**config.mk**
```make
export PLATFORM = sky130hd
export DESIGN_NAME = qpsk_frame_deframer_flat
export DESIGN_NICKNAME = d
export VERILOG_FILES = /design/src/rtl/qpsk_frame_deframer_if.sv /design/src/rtl/qpsk_frame_deframer.sv /design/src/flat_wrapper.sv
export SDC_FILE = /design/constraint.sdc
export NUM_CORES = 1
export LEC_CHECK = 0
export CAP_MARGIN = 0
export CORE_MARGIN = 2
export CORE_UTILIZATION = 32
export DETAILED_ROUTE_END_ITERATION = 6
export PLACE_DENSITY = 0.54
export SETUP_SLACK_MARGIN = 0.5
export SYNTH_ARGS = -nofsm -noshare
export SYNTH_HDL_FRONTEND = slang
export SYNTH_SLANG_ARGS = --single-unit
```
**constraint.sdc**
```tcl
create_clock -name clk -period 4.6 [get_ports clk]
set_input_delay 0.92 -clock clk [delete_from_list [all_inputs] [get_ports clk]]
set_output_delay 0.92 -clock clk [all_outputs]
set_load 0.01 [all_outputs]
```
**src/rtl/qpsk_frame_deframer_if.sv**
```systemverilog
// Byte-wide AXI-Stream link carrying committed frames out of the deframer.
interface qpsk_frame_deframer_if;
  logic [7:0] tdata;
  logic       tvalid;
  logic       tready;
  logic       tlast;

  modport master (output tdata, output tvalid, output tlast, input tready);
  modport slave  (input tdata, input tvalid, input tlast, output tready);
endinterface

```
**src/rtl/qpsk_frame_deframer.sv**
```systemverilog
// Packs QPSK dibits into bytes, buffers whole frames and releases them on AXI-Stream
// only once complete; overflowing or stalled frames are dropped in their entirety.
module qpsk_frame_deframer #(
  parameter int FRAME_SYMS  = 63,
  parameter int HDR_SYMS    = 3,
  parameter int FIFO_DEPTH  = 64,
  parameter int TIMEOUT_CYC = 64
) (
  input  logic                         clk,
  input  logic                         aresetn,
  input  logic                         in_valid,
  input  logic [1:0]                   in_data,
  qpsk_frame_deframer_if.master        m_axis,
  output logic [15:0]                  drop_cnt,
  output logic                         busy
);

  localparam int FRAME_BYTES = 1 + (FRAME_SYMS - HDR_SYMS) / 4;
  localparam int AW  = $clog2(FIFO_DEPTH);
  localparam int PW  = AW + 1;
  localparam int SCW = $clog2(FRAME_SYMS);
  localparam int ICW = $clog2(TIMEOUT_CYC);

  localparam logic [SCW-1:0] LAST_SYM      = SCW'(FRAME_SYMS - 1);
  localparam logic [SCW-1:0] HDR_LAST_SYM  = SCW'(HDR_SYMS - 1);
  localparam logic [SCW-1:0] HDR_SYMS_W    = SCW'(HDR_SYMS);
  localparam logic [1:0]     GRP_END_PHASE = 2'((HDR_SYMS + 3) % 4);
  localparam logic [ICW-1:0] IDLE_MAX      = ICW'(TIMEOUT_CYC - 1);
  localparam logic [PW:0]    DEPTH_W       = (PW+1)'(FIFO_DEPTH);
  localparam logic [PW:0]    FRAME_BYTES_W = (PW+1)'(FRAME_BYTES);

  typedef enum logic [1:0] {IDLE, COLLECT, DROP} state_t;

  state_t          state_q, state_d;
  logic [SCW-1:0]  sym_cnt_q, sym_cnt_d;
  logic [ICW-1:0]  idle_cnt_q, idle_cnt_d;
  logic [5:0]      shift_q, shift_d;
  logic [PW-1:0]   wr_ptr_q, wr_ptr_d;
  logic [PW-1:0]   commit_ptr_q, commit_ptr_d;
  logic [PW-1:0]   rd_ptr_q, rd_ptr_d;
  logic [15:0]     drop_cnt_q, drop_cnt_d;

  logic [8:0]      mem [FIFO_DEPTH];
  logic            wr_en;
  logic            wr_last;
  logic [7:0]      wr_byte;
  logic            drop_inc;
  logic            out_valid;
  logic [PW-1:0]   used;
  logic [PW:0]     free_space;
  logic            hdr_end;
  logic            grp_end;

  assign out_valid  = (rd_ptr_q != commit_ptr_q);
  assign used       = wr_ptr_q - rd_ptr_q;
  assign free_space = DEPTH_W - {1'b0, used};
  assign hdr_end    = (sym_cnt_q == HDR_LAST_SYM);
  assign grp_end    = (sym_cnt_q >= HDR_SYMS_W) && (sym_cnt_q[1:0] == GRP_END_PHASE);
  assign wr_byte    = {shift_q, in_data};

  always_comb begin
    state_d      = state_q;
    sym_cnt_d    = sym_cnt_q;
    idle_cnt_d   = idle_cnt_q;
    shift_d      = shift_q;
    wr_ptr_d     = wr_ptr_q;
    commit_ptr_d = commit_ptr_q;
    drop_inc     = 1'b0;
    wr_en        = 1'b0;
    wr_last      = 1'b0;
    rd_ptr_d     = rd_ptr_q + PW'(out_valid && m_axis.tready);

    unique case (state_q)
      IDLE: begin
        if (in_valid) begin
          sym_cnt_d  = SCW'(1);
          idle_cnt_d = '0;
          shift_d    = {4'b0000, in_data};
          if (free_space >= FRAME_BYTES_W) begin
            state_d = COLLECT;
          end else begin
            state_d  = DROP;
            drop_inc = 1'b1;
          end
        end
      end
      COLLECT, DROP: begin
        if (in_valid) begin
          idle_cnt_d = '0;
          sym_cnt_d  = sym_cnt_q + SCW'(1);
          shift_d    = {shift_q[3:0], in_data};
          if (state_q == COLLECT && (hdr_end || grp_end)) begin
            wr_en    = 1'b1;
            wr_ptr_d = wr_ptr_q + PW'(1);
          end
          if (sym_cnt_q == LAST_SYM) begin
            state_d   = IDLE;
            sym_cnt_d = '0;
            if (state_q == COLLECT) begin
              wr_last      = 1'b1;
              commit_ptr_d = wr_ptr_q + PW'(1);
            end
          end
        end else if (idle_cnt_q == IDLE_MAX) begin
          // Roll back any uncommitted bytes; a frame already being dropped was counted on entry.
          state_d   = IDLE;
          sym_cnt_d = '0;
          wr_ptr_d  = commit_ptr_q;
          drop_inc  = (state_q == COLLECT);
        end else begin
          idle_cnt_d = idle_cnt_q + ICW'(1);
        end
      end
      default: state_d = IDLE;
    endcase

    drop_cnt_d = drop_cnt_q;
    if (drop_inc && drop_cnt_q != 16'hFFFF) begin
      drop_cnt_d = drop_cnt_q + 16'd1;
    end
  end

  always_ff @(posedge clk or negedge aresetn) begin
    if (!aresetn) begin
      state_q      <= IDLE;
      sym_cnt_q    <= '0;
      idle_cnt_q   <= '0;
      shift_q      <= '0;
      wr_ptr_q     <= '0;
      commit_ptr_q <= '0;
      rd_ptr_q     <= '0;
      drop_cnt_q   <= '0;
    end else begin
      state_q      <= state_d;
      sym_cnt_q    <= sym_cnt_d;
      idle_cnt_q   <= idle_cnt_d;
      shift_q      <= shift_d;
      wr_ptr_q     <= wr_ptr_d;
      commit_ptr_q <= commit_ptr_d;
      rd_ptr_q     <= rd_ptr_d;
      drop_cnt_q   <= drop_cnt_d;
    end
  end

  always_ff @(posedge clk) begin
    if (wr_en) begin
      mem[wr_ptr_q[AW-1:0]] <= {wr_last, wr_byte};
    end
  end

  // Gate the show-ahead read so stale buffer contents never appear on the bus.
  assign m_axis.tvalid = out_valid;
  assign m_axis.tdata  = out_valid ? mem[rd_ptr_q[AW-1:0]][7:0] : 8'h00;
  assign m_axis.tlast  = out_valid ? mem[rd_ptr_q[AW-1:0]][8]   : 1'b0;
  assign drop_cnt      = drop_cnt_q;
  assign busy          = (state_q != IDLE);

endmodule
```
**src/flat_wrapper.sv**
```systemverilog
// flat-port wrapper written by rule: the top's interface ports become plain ports
module qpsk_frame_deframer_flat 
#(
  parameter int FRAME_SYMS  = 63,
  parameter int HDR_SYMS    = 3,
  parameter int FIFO_DEPTH  = 64,
  parameter int TIMEOUT_CYC = 64
)
  (clk, aresetn, in_valid, in_data, drop_cnt, busy, m_axis_tdata, m_axis_tvalid, m_axis_tlast, m_axis_tready);
  qpsk_frame_deframer_if m_axis_i ();
  input  logic clk;
  input  logic aresetn;
  input  logic in_valid;
  input  logic [1:0] in_data;
  output logic [15:0] drop_cnt;
  output logic busy;
  output wire logic [$bits(m_axis_i.tdata)-1:0] m_axis_tdata;
  output wire logic [$bits(m_axis_i.tvalid)-1:0] m_axis_tvalid;
  output wire logic [$bits(m_axis_i.tlast)-1:0] m_axis_tlast;
  input wire logic [$bits(m_axis_i.tready)-1:0] m_axis_tready;
  assign m_axis_tdata = m_axis_i.tdata;
  assign m_axis_tvalid = m_axis_i.tvalid;
  assign m_axis_tlast = m_axis_i.tlast;
  assign m_axis_i.tready = m_axis_tready;
  qpsk_frame_deframer #(.FRAME_SYMS(FRAME_SYMS), .HDR_SYMS(HDR_SYMS), .FIFO_DEPTH(FIFO_DEPTH), .TIMEOUT_CYC(TIMEOUT_CYC)) u_core (.clk(clk), .aresetn(aresetn), .in_valid(in_valid), .in_data(in_data), .m_axis(m_axis_i), .drop_cnt(drop_cnt), .busy(busy));
endmodule
```
# [Word level (Yosys, flattened, before mapping)]
# Memories as Yosys holds them, arrays and structs flattened.
# Index checks and enable logic that the tools add are counted.
[op_classes] div_mod_pow=0 bitwise_logic=0 muxes=37 mul=0 n_eq_ne=14 shift=0 reduce_logical=16 add_sub_neg=7 order_cmp=2
[op_table] op="$mux W6" n=9
[op_table] op="$pmux W6 S2" n=3
[op_table] op="$mux W7" n=3
[op_table] op="$add A16 B1 Y16 const B" n=1
[op_table] op="$ne A16 B16 Y1 const B" n=1
[op_table] op="$reduce_and A3 Y1" n=5
[op_table] op="$mux W1" n=14
[op_table] op="$add A6 B1 Y6 const B" n=2
[op_table] op="$eq A6 B6 Y1 const B" n=2
[op_table] op="$mux W2" n=5
[op_table] op="$ge A8 B5 Y1 const B" n=1
[op_table] op="$mux W8" n=1
[op_table] op="$sub A7 B7 Y8 const A" n=1
[op_table] op="$add A7 B1 Y7" n=1
[op_table] op="$add A7 B1 Y7 const B" n=1
[op_table] op="$ne A7 B7 Y1" n=1
[op_table] op="$sub A7 B7 Y7" n=1
[op_table] op="$eq A6 B2 Y1 const B" n=1
[op_table] op="$ge A6 B2 Y1 const B" n=1
[op_table] op="$ne A3 B2 Y1 const B" n=2
[op_table] op="$reduce_bool A2 Y1" n=3
[op_table] op="$eq A2 B2 Y1 const B" n=2
[op_table] op="$logic_and A1 B1 Y1" n=4
[op_table] op="$ne A2 B2 Y1 const B" n=2
[op_table] op="9 further kinds" n=9
[totals] n_memories=1 ff_bits=57 inputBits=6 rom_bits=0 output_inout_bits=27 latch_bits=0 ram_bits=576 elab_cells=85
[memory_table] name="u_core.mem" words=64 word_bits=9 read_ports=1 rd_ports_with_merged_regs=0 wr=1 line_no="qpsk_frame_deframer.sv:43" source="logic [8:0] mem [FIFO_DEPTH];"

# [Longest topological paths before layout]
[depth] ltp_word=9 mapped_depth=13 mapped_depth_nobuf=11

# [Worst setup path before layout]
# OpenSTA, ideal clock, no wires.
[synth_path] kind="register to register" start="reg u_core.wr_ptr_q[0]" end="reg u_core.drop_cnt_q[12], in the netlist u_core.drop_cnt[12]" stages_incl_launch_ff=13 setup_slack_ns=1.403 required_ns=4.475 period_less_slack_ns=3.197 setup_ns=0.125 arrival_ns=3.072 n_path_buf=1 path_cell_list="dfrtp_1 -> clkbuf_1 -> inv_1 -> ha_1 -> fa_1 -> nand2b_1 -> a211oi_1 -> o32a_2 -> and4_4 -> mux2_4 -> a32oi_4 -> nor4_1 -> mux2_2"
[synth_between] elab_chain_cells=7
[synth_rtl] element="from (decl)" line_no="qpsk_frame_deframer.sv:38" source="logic [PW-1:0] wr_ptr_q, wr_ptr_d;"
[synth_rtl] element="from (signal assigned)" line_no="qpsk_frame_deframer.sv:138" source="wr_ptr_q <= wr_ptr_d;"
[synth_rtl] element="$sub A7 B7 Y7" line_no="qpsk_frame_deframer.sv:55" source="assign used = wr_ptr_q - rd_ptr_q;"
[synth_rtl] element="$sub A7 B7 Y8" line_no="qpsk_frame_deframer.sv:56" source="assign free_space = DEPTH_W - {1'b0, used};"
[synth_rtl] element="$ge A8 B5 Y1" line_no="qpsk_frame_deframer.sv:79" source="if (free_space >= FRAME_BYTES_W) begin"
[synth_rtl] element="$mux W1" line_no="qpsk_frame_deframer.sv:79"
[synth_rtl] element="$mux W1" line_no="qpsk_frame_deframer.sv:75" source="if (in_valid) begin"
[synth_rtl] element="$pmux W1 S2" line_no="qpsk_frame_deframer.sv:73" source="unique case (state_q)"
[synth_rtl] element="$logic_and A1 B1 Y1" line_no="qpsk_frame_deframer.sv:118" source="if (drop_inc && drop_cnt_q != 16'hFFFF) begin"
[synth_rtl] element="to (signal assigned)" line_no="qpsk_frame_deframer.sv:141" source="drop_cnt_q <= drop_cnt_d;"
[synth_rtl] element="to (decl)" line_no="qpsk_frame_deframer.sv:41" source="logic [15:0] drop_cnt_q, drop_cnt_d;"
# No other way between the ends.
# A chain may end at the register's enable or synchronous reset.

# [Worst setup path after layout]
[layout_path] start="reg u_core.rd_ptr_q[0]" end="out m_axis_tlast"
[layout_between] elab_chain_cells=2 word_cells_on_any_way=3 classes_between="1 x eq/ne; 1 x mux; 1 x memory"
[layout_rtl] element="from (decl)" line_no="qpsk_frame_deframer.sv:40" source="logic [PW-1:0] rd_ptr_q, rd_ptr_d;"
[layout_rtl] element="from (signal assigned)" line_no="qpsk_frame_deframer.sv:140" source="rd_ptr_q <= rd_ptr_d;"
[layout_rtl] element="$mem_v2 Z64 W9 / $ne A7 B7 Y1 (equally long branches)"
[layout_rtl] element="$mux W1 *" line_no="qpsk_frame_deframer.sv:154" source="assign m_axis.tlast = out_valid ? mem[rd_ptr_q[AW-1:0]][8] : 1'b0;"
[layout_rtl] element="to (decl)" line_no="flat_wrapper.sv:19" source="output wire logic [$bits(m_axis_i.tlast)-1:0] m_axis_tlast;"
# Mark *: on every way between the ends. The rest lies on a longest branch, timed or not.

==> run summary <==
The flow ran to the end, and the final reports show no timing, DRC or antenna violations. The data arrival time of the worst path is 3.15 ns. The static leakage power is 10.43 nW.

From left edge to right edge, the die measures 286.7 µm. Yosys mapped a number of flops with a built-in enable equal to 576. The total count of max-transition violations in the final report came to 0. The share of post-route cells with drive strength above 1 came out at 28.29%.

In this run the deepest clock path goes through 3 buffers. Per report_power, the sequential group accounts for 38.2% of the total. Setup repair after global routing could not meet its margin everywhere. TritonCTS built the clock tree.

The synthesis-to-layout area growth came out at 20.42%. The switching power of the nets came out at 6.206 mW. The synthesized netlist cell count came out at 1402. The CTS clock-pin slew for the worst setup and hold paths is 0.06 ns. After the last flow step, the layout net total stands at 1598.

Combinational logic is responsible for 34.0% of the overall power. The leftover overflow at the end of global routing came out at 0. The worst setup path is captured at an output pin. The H-tree was split into 3 levels. The max-capacitance violation count came out at 0. The area of the mapped netlist is 25580 µm². The mean post-synth cell area is 18.25 µm². The area of the core is 79000 µm². The number of global-route vias before repair is 14020. The setup TNS is 0 ns. The count of cell types in the netlist is 61. The worst path required time came out at 3.68 ns. The cell-internal power came out at 12.52 mW. The DRC violation count after routing is 0. The remaining antenna violation count after routing came out at 0. The switching part of the total power is 33.13%. The total wire length after detailed routing came out at 63550 µm.

The critical path is of the flop to output pin type. The count of state elements after synthesis is 633. The count of buffers inserted at the top-level ports is 32. The ratio of final minimum period to clock period is 88.54%. Hold timing on the final database bottoms out at a slack of 0.3877 ns. The number of sinks handled by clock tree synthesis is 633. The achievable clock frequency came out at 0.2455 GHz.

The via count came out at 13580. The number of diodes came out at 0. The sum of net half-perimeters after detailed placement came out at 38310 µm. The detailed-router iteration count before antenna repair is 7. The count of endpoints failing hold in the final timing report is 0. The initial antenna violation count is 3.

The number of vias per cell came out at 5.076. The highest ir drop seen on vdd came out at 0.0003128 V. The number of rows in the core area is 103.

The min-delay analysis places its worst path in the category input pin to asynchronous set/reset pin. The async set or reset register ratio after synthesis came out at 9.005%. Leaving out fill and tap cells, the most frequent cell in the layout is edfxtp_1. The number of buffers inserted by hold repair at cts came out at 0. The met2 wire length is 30720 µm.

The effective utilization at floorplan is 32.38%. The setup clock skew after layout is 0.02587 ns. In the final routed layout, each cell accounts on average for 23.75 µm.

For the finished layout, the period the worst path requires is 4.073 ns. In the layout the commonest cells are edfxtp_1 (576), mux4_2 (126), buf_4 (121). The biggest fanout along the worst timing path came out at 8.

The global-route usage over all layers is 15.67%. Counting every net in the synthesized netlist gives 1425. The first global-routing pass estimated 94430 µm of wire. The final weighted congestion of routability-driven global placement is 0.8182.

The tree is rooted in a clkbuf_16. After detailed routing, the met3 layer carries 3531 µm of wire. The startpoint type of the worst setup path is a flop. The height of the die came out at 286.7 µm. After detailed routing, no signal wire sits above met5. After detailed routing, the wire length on met1 is 27650 µm.

Clock latency on the worst-skew pair, taken at its later pin, is 0.62 ns. In this run the count of I/O pins placed on the die edge is 33. The proportion of synthesized chip area in sequential cells came out at 73.20%.

The number of setup violations in the final report came out at 0. The pin count of the biggest net entering global routing came out at 67. The internal reg-to-reg setup slack came out at 0.78 ns. In this run the power density over the cells is 608.1 nW/µm². For the pin with the worst max-slew slack, the measured transition is 1.308 ns. The clock network burns 27.7% of the power. For this run, the leading register cell type out of synthesis is edfxtp_1. The number of violations reported at the end of detailed-routing iteration 0 is 1159. Clock tree synthesis inserted a total of 69 buffers. The die footprint is 82210 µm². The relative max-transition margin is 12.77%.

The count of synthesis-stage warnings from yosys came out at 0.
-- cell families (layout without fill, tap and decap cells) --
group | Yosys count | after routing | share of synthesized area [%]
multiplexers | 207 | 207 | 14.31
adder cells (fa/ha/maj) | 17 | 17 | 0.8609
flip-flops | 633 | 633 | 73.20
XOR/XNOR | 39 | 39 | 1.335
AO/OA/AOI/OAI | 120 | 120 | 3.351
buffers and inverters | 89 | 313 | 1.418
AND/OR/NAND/NOR | 297 | 297 | 5.527
-- final timing paths --
path                       cells past startpoint                           start                              to
setup / recovery                              10    u_core.rd_ptr_q[0]$_DFF_PN0_                    m_axis_tlast
hold reg to reg                                1  u_core.drop_cnt[7]$_DFFE_PN0P_  u_core.drop_cnt[7]$_DFFE_PN0P_
min in group clk                               1  u_core.drop_cnt[7]$_DFFE_PN0P_  u_core.drop_cnt[7]$_DFFE_PN0P_
max in group asynchronous                      2                         aresetn    u_core.rd_ptr_q[0]$_DFF_PN0_
hold / removal                                 1                         aresetn  u_core.drop_cnt[8]$_DFFE_PN0P_
setup reg to reg                              13    u_core.rd_ptr_q[0]$_DFF_PN0_  u_core.drop_cnt[5]$_DFFE_PN0P_
-- metal layers --
layer  GRT usage, %  up-vias
met5              0        -
met2          25.08      404
met4          4.896        6
met3          3.227      104
li1               -     5984
met1          21.50     7085
-- what timing repair did --
item,CTS,global route
cloned,6,0
setup endpoints to repair,9,9
pin swaps,11,6
setup buffers,21,3
resized for setup,77,23
-- critical path: stages, from the launching register on --
cell and delay [ns]:
dfrtp_4 0.48, buf_12 0.18, buf_12 0.11, buf_16 0.13, mux4_2 0.51, mux2i_2 0.20
o22ai_1 0.12, buf_4 0.18, nor3_1 0.21, nor3_2 0.11, dlygate4sd2_1 0.30
-- through the flow --
| step | setup slack, ns | cell area, µm² | power (mW) | utilization [%] | std cells |
|---|---|---|---|---|---|
| floorplan | 1.403 | 25580 | 10.59 | - | 1402 |
| global placement | 0.2898 | 27870 | 12.79 | 35.28 | 2524 |
| detailed placement | 0.2656 | 27870 | 12.84 | 35.28 | 2524 |
| CTS | 0.3378 | 30690 | 18.82 | 38.85 | 2673 |
| global route | 0.4180 | 30800 | 19.52 | 38.99 | 2676 |
| finish | 0.5271 | 30800 | 18.73 | 38.99 | 2676 |
-- layout make-up --
class                           instances  area, µm²
Clock buffer                           83       1800
Inverter                               15      56.30
Fill cell                            7152      48200
Multi-Input combinational cell        680       6848
Timing Repair Buffer                  176       1727
Tap cell                             1050       1314
Sequential cell                       633      18740
Clock inverter                         39      317.8
-- power groups by stage --
stage	clock [mW]	sequential, mW	combinational (mW)
after floorplan	0	7.14	3.45
after global placement	0	7.36	5.43
after detailed placement	0	7.39	5.45
after CTS	5.31	7.17	6.34
after global routing	5.54	7.20	6.78
final	5.19	7.16	6.37
-- registers in the layout (all words and copies together), names as in the netlist --
name and cells:
u_core.idle_cnt_q 6, u_core.sym_cnt_q 6, u_core.state_q 2, u_core.wr_ptr_q 7, u_core.shift_q 6, u_core.drop_cnt 16, u_core.commit_ptr_q 7, u_core.rd_ptr_q 7
u_core.mem 576
-- cells in the mapped netlist, types with 2 or more instances --
library cell,number,area [µm²]
clkinv_1,2,7.510
o22a_1,7,61.31
mux2i_1,74,740.7
nand2b_1,6,37.54
or3_1,2,12.51
or2_2,2,12.51
a31oi_1,13,81.33
or3b_2,2,17.52
dfrtp_1,57,1426
and3_1,8,50.05
o21ai_0,15,75.07
a22o_1,4,35.03
nor2_1,85,319.1
xnor2_1,14,122.6
nor2b_1,8,50.05
xor2_1,25,219.0
buf_1,16,60.06
nand4_1,4,25.02
o31ai_1,2,15.01
nor3_1,35,175.2
nand3_1,38,190.2
mux4_2,126,2838
mux2_2,6,67.56
nor3b_1,6,45.04
a21oi_1,20,100.1
o221ai_1,28,245.2
buf_2,17,85.08
edfxtp_1,576,17300
nand3b_1,3,22.52
nor4_1,4,25.02
o22ai_1,19,118.9
and2_1,4,25.02
nand2_1,81,304.0
ha_1,16,200.2
clkbuf_1,40,150.1
inv_1,12,45.04
Power figures use the tool's default switching activity.
